[src/rtl/sine_wave.sv]
// sine_wave: direct digital synthesis sine generator.
//
// A 32-bit phase accumulator advances by PHASE_INC every clock. Its top eight
// bits select one of 256 phase steps per period; a 65-entry quarter-wave table
// plus quadrant folding turns that phase into a signed 16-bit sample.
//
// Parameters:
//   PHASE_INC  phase increment per clock (f_out = PHASE_INC * f_clk / 2^32)
//   AMPLITUDE  peak magnitude of sin_val, at most 32767
//
// Ports:
//   clk       system clock, rising-edge active
//   reset     asynchronous, active-high reset; clears every output
//   cnt       phase accumulator value
//   cnt_edge  high for the one cycle in which cnt holds a freshly wrapped value
//   sin_val   signed sine sample of the previous cycle's cnt (one clock behind)

module sine_wave #(
    parameter logic [31:0] PHASE_INC = 32'd214748,
    parameter int          AMPLITUDE = 32767
) (
    input  logic               clk,
    input  logic               reset,
    output logic [31:0]        cnt,
    output logic               cnt_edge,
    output logic signed [15:0] sin_val
);

    // Table entries are stored at full scale (32767) and rescaled at
    // elaboration. For the default amplitude the rescale is an identity, so the
    // entries are exactly round(32767 * sin(pi/2 * i/64)); for other amplitudes
    // the result lies within one LSB of the ideal rounded value.
    function automatic logic signed [15:0] scale(input int raw);
        return 16'((raw * AMPLITUDE + 16383) / 32767);
    endfunction

    logic [32:0]        sum;
    logic [7:0]         phase;
    logic [5:0]         k;
    logic [6:0]         idx;
    logic signed [15:0] mag;
    logic signed [15:0] sample;

    // The carry out of the 33-bit sum is exactly the wrap event.
    assign sum   = {1'b0, cnt} + {1'b0, PHASE_INC};
    assign phase = cnt[31:24];
    assign k     = phase[5:0];

    // Odd quadrants run the quarter table backwards (64-k, range 1..64).
    assign idx = phase[6] ? (7'd64 - {1'b0, k}) : {1'b0, k};

    // Quarter-wave ROM.
    always_comb begin
        mag = '0;
        case (idx)
            7'd0:  mag = scale(0);     7'd1:  mag = scale(804);
            7'd2:  mag = scale(1608);  7'd3:  mag = scale(2410);
            7'd4:  mag = scale(3212);  7'd5:  mag = scale(4011);
            7'd6:  mag = scale(4808);  7'd7:  mag = scale(5602);
            7'd8:  mag = scale(6393);  7'd9:  mag = scale(7179);
            7'd10: mag = scale(7962);  7'd11: mag = scale(8739);
            7'd12: mag = scale(9512);  7'd13: mag = scale(10278);
            7'd14: mag = scale(11039); 7'd15: mag = scale(11793);
            7'd16: mag = scale(12539); 7'd17: mag = scale(13279);
            7'd18: mag = scale(14010); 7'd19: mag = scale(14732);
            7'd20: mag = scale(15446); 7'd21: mag = scale(16151);
            7'd22: mag = scale(16846); 7'd23: mag = scale(17530);
            7'd24: mag = scale(18204); 7'd25: mag = scale(18868);
            7'd26: mag = scale(19519); 7'd27: mag = scale(20159);
            7'd28: mag = scale(20787); 7'd29: mag = scale(21403);
            7'd30: mag = scale(22005); 7'd31: mag = scale(22594);
            7'd32: mag = scale(23170); 7'd33: mag = scale(23731);
            7'd34: mag = scale(24279); 7'd35: mag = scale(24811);
            7'd36: mag = scale(25329); 7'd37: mag = scale(25832);
            7'd38: mag = scale(26319); 7'd39: mag = scale(26790);
            7'd40: mag = scale(27245); 7'd41: mag = scale(27683);
            7'd42: mag = scale(28105); 7'd43: mag = scale(28510);
            7'd44: mag = scale(28898); 7'd45: mag = scale(29268);
            7'd46: mag = scale(29621); 7'd47: mag = scale(29956);
            7'd48: mag = scale(30273); 7'd49: mag = scale(30571);
            7'd50: mag = scale(30852); 7'd51: mag = scale(31113);
            7'd52: mag = scale(31356); 7'd53: mag = scale(31580);
            7'd54: mag = scale(31785); 7'd55: mag = scale(31971);
            7'd56: mag = scale(32137); 7'd57: mag = scale(32285);
            7'd58: mag = scale(32412); 7'd59: mag = scale(32521);
            7'd60: mag = scale(32609); 7'd61: mag = scale(32678);
            7'd62: mag = scale(32728); 7'd63: mag = scale(32757);
            7'd64: mag = scale(32767);
            default: mag = '0;
        endcase
    end

    // Second half of the period is the negated first half. mag never exceeds
    // 32767, so the negation cannot overflow and -0 stays 0.
    assign sample = phase[7] ? -mag : mag;

    always_ff @(posedge clk or posedge reset) begin
        if (reset) begin
            cnt      <= '0;
            cnt_edge <= 1'b0;
            sin_val  <= '0;
        end else begin
            cnt      <= sum[31:0];
            cnt_edge <= sum[32];
            sin_val  <= sample;
        end
    end

endmodule

[config.mk]
export PLATFORM = sky130hd
export DESIGN_NAME = sine_wave
export DESIGN_NICKNAME = d
export VERILOG_FILES = /design/src/rtl/sine_wave.sv
export SDC_FILE = /design/constraint.sdc
export NUM_CORES = 1
export LEC_CHECK = 0
export CAP_MARGIN = 0
export CORE_MARGIN = 3
export CORE_UTILIZATION = 45
export DETAILED_ROUTE_END_ITERATION = 8
export GPL_TIMING_DRIVEN = 0
export HOLD_SLACK_MARGIN = 0.03
export PLACE_DENSITY = 0.69
export SLEW_MARGIN = 5
export SYNTH_ARGS = -nofsm -noshare
export SYNTH_HDL_FRONTEND = slang
export SYNTH_SLANG_ARGS = --single-unit
[constraint.sdc]
create_clock -name clk -period 4.2 [get_ports clk]
set_input_delay 0.63 -clock clk [delete_from_list [all_inputs] [get_ports clk]]
set_output_delay 0.63 -clock clk [all_outputs]
set_load 0.05 [all_outputs]
==> impl_metrics.env <==
export IMPL_outcome="complete, no violations"
export IMPL_fin_skew_ns=0.00956
export IMPL_synth_seq_area_share=0.264
export IMPL_synthToLayoutAreaGrowth_pct=22.9
export IMPL_io_pins=51
export IMPL_finalCriticalPeriod_ns=4.14
export IMPL_max_freq_mhz=242
export IMPL_dp_worst_setup_slack_ns=-0.819
export IMPL_htree_levels=2
export IMPL_async_flop_share=1.00
export IMPL_cp_cell_sequence="clkbuf_4, inv_2, ha_4, mux2_4, buf_12, ha_1, clkbuf_2, inv_1, o22ai_1, a211oi_1, o32ai_1, o32ai_2, nand2_1, or3b_1, o31ai_2, xor2_1"
export IMPL_fin_nets=632
export IMPL_p_leak_nw=2.24
export IMPL_final_hold_viol_count=0
export IMPL_dp_cells=721
export IMPL_drt_iter0_drc=626
export IMPL_ys_flop_type="dfrtp_1"
export IMPL_wl_per_cell_um=21.8
export IMPL_worst_slew_pin_slew_ns=0.912
export IMPL_hp_class="flop to flop"
export IMPL_cpPeakStageDelay_ns=0.44
export IMPL_yosysMostFrequentCell="nand2_1"
export IMPL_io_buffers=48
export IMPL_grt_max_degree=28
export IMPL_grt_first_pass_wirelength_um=24800
export IMPL_gp_congestion=1.01
export IMPL_endpoint_kind="flop"
export IMPL_root_buffer="clkbuf_8"
export IMPL_drive_above_1_share=0.162
export IMPL_synth_area_leaders="dfrtp_1 26%, xnor2_1 6.3%, ha_1 5.1%"
export IMPL_cap_violations=0
export IMPL_yosys_area_top_type_share=0.264
export IMPL_slew_limit_headroom=0.391
export IMPL_vias=4836
export IMPL_ys_seq_elements=47
export IMPL_cp_slowest_cell="dfrtp_2"
export IMPL_core_sq_mm=0.00942
export IMPL_syn_inst=542
export IMPL_finalNonFillerCells=742
export IMPL_hold_buffers=0
export IMPL_slew_violations=0
export IMPL_whs_ns=0.509
export IMPL_dp_final_hpwl_um=11600
export IMPL_die_height_um=105
export IMPL_cts_tree="yes"
export IMPL_drt_pass1_iterations=5
export IMPL_fin_ws_ns=0.0630
export IMPL_die_area_sq_mm=0.0111
export IMPL_path_class="flop to flop"
export IMPL_cts_buffer_depth=2
export IMPL_drc=0
export IMPL_yosysWarnings=0
export IMPL_ant_nets=0
export IMPL_grt_use_total=0.281
export IMPL_viasPerCell=6.52
export IMPL_power_per_cell_area_mw_per_mm2=138
export IMPL_wl_um=16100
export IMPL_antennaDiodeCount=0
export IMPL_initial_core_util=0.473
export IMPL_fin_util=0.581
export IMPL_arrival_ns=4.35
export IMPL_setup_viol=0
export IMPL_antenna_found_initial=0
export IMPL_cts_buffers=5
export IMPL_syn_avg_cell_area_sq_um=8.22
export IMPL_synth_top_area_cell="dfrtp_1"
export IMPL_nFillCells=861
export IMPL_p_total_mw=0.755
export IMPL_synth_cell_types=82
export IMPL_gr_total_overflow=0
export IMPL_grt_pass1_vias=4441
export IMPL_peakVddDrop_mv=0.0985
export IMPL_synthTopCellsByCount="50 x nand2_1, 47 x dfrtp_1, 32 x xnor2_1"
export IMPL_worstPathRequired_ns=4.42
export IMPL_worstPathMaxFanout=10
export IMPL_fp_row_count=35
export IMPL_fp_dieW_um=105
export IMPL_min_period_over_period=0.985
export IMPL_clk_pin_slew_worst_paths_ns=0.08
export IMPL_synth_edff_count=0
export IMPL_clock_latency_ns=0.30
export IMPL_startpoint_type="flop"
export IMPL_netlist_area_sq_mm=0.00445
export IMPL_cts_sinks=47
==> cell type report <==
class | instances | area [sq um] | share of cell area
multi-input cells | 424 | 3050 | 0.557
flip-flops and latches | 47 | 1180 | 0.216
repair buffers | 69 | 663 | 0.121
plain buffers | 43 | 220 | 0.0402
well taps | 129 | 161 | 0.0295
inverters | 22 | 98.8 | 0.0181
clock buffers | 6 | 82.6 | 0.0151
clock inverters | 2 | 16.3 | 0.00297
==> routing by layer <==
layer	global-route usage	vias to the layer above	part of all wire
met3	0.0423	73	0.10
met1	0.380	2281	0.40
li1	-	2139	-
met5	0	-	0
met4	0.140	0	0.055
met2	0.438	343	0.44
==> worst max-delay path: cells and delay by family, from the launching register on <==
family | cells | cell delay, ns
flops | 1 | 0.44
compound gates | 5 | 1.12
fa+ha+maj | 2 | 0.44
xor+xnor | 1 | 0.19
buf+inv | 5 | 0.94
mux | 1 | 0.34
simple gates | 2 | 0.58
==> logic make-up (layout without fill, tap and decap cells) <==
| family | count (synthesis) | after routing | share of synthesized area |
|---|---|---|---|
| AND/OR/NAND/NOR | 175 | 175 | 0.210 |
| buffers and inverters | 72 | 142 | 0.0685 |
| AO/OA/AOI/OAI | 171 | 171 | 0.282 |
| adder cells (fa/ha/maj) | 18 | 18 | 0.0506 |
| multiplexers | 14 | 14 | 0.0360 |
| flip-flops | 47 | 47 | 0.264 |
| XOR/XNOR | 44 | 44 | 0.0882 |
| other | 1 | 2 | 0.000842 |
==> registers in the layout, indices dropped and copies added, names as in the netlist <==
| name | flops |
|---|---|
| cnt | 30 |
| sin_val | 16 |
| cnt_edge | 1 |
==> final timing paths <==
path                       startpoint         end  slack [ns]  cells after the start
max                           cnt[25]  sin_val[8]        0.06                     16
min                           cnt[16]     cnt[16]        0.51                      1
max reg2reg                   cnt[25]  sin_val[8]        0.06                     16
min reg2reg                   cnt[16]     cnt[16]        0.51                      1
max in group asynchronous       reset     cnt[24]        3.04                      3
min in group asynchronous       reset      cnt[2]        0.66                      2
==> stage by stage <==
stage | TNS, ns | area, sq um
floorplan | 0 | 4470
global placement | -8.80 | 5110
detailed placement | -8.49 | 5130
CTS | -0.00656 | 5340
global route | -0.0322 | 5470
finish | 0 | 5470
==> layout by cell type, fill, tap and decap left out, drive strengths merged, types with 5 or more instances in the layout <==
cell / n
a211o: 6
a211oi: 11
a21oi: 30
a221oi: 5
a22o: 5
a31oi: 13
a41oi: 5
and3: 9
buf: 44
clkbuf: 26
clkdlybuf4s50: 48
dfrtp: 47
ha: 18
inv: 20
mux2: 6
mux2i: 7
nand2: 50
nand2b: 10
nand3: 17
nor2: 26
nor2b: 10
nor3: 18
nor4: 5
o211ai: 8
o21ai: 27
o221ai: 6
o22ai: 12
o31ai: 6
xnor2: 32
xor2: 12
==> report_power, final <==
| part | leakage [nW] | total (mW) | switching, mW | internal, mW |
|---|---|---|---|---|
| registers | 0.622 | 0.452 | 0 | 0.452 |
| logic | 1.58 | 0.0169 | 0.0128 | 0.00404 |
| clock network | 0.0474 | 0.286 | 0.152 | 0.134 |
| total | 2.24 | 0.755 | 0.165 | 0.590 |
==> what timing repair did <==
action | CTS | global route
pin swaps | 1 | 5
resized for setup | 17 | 21
setup buffers | 8 | 12
endpoints found under the setup margin | 15 | 12
Note: power is estimated with default switching activity, not from simulation.
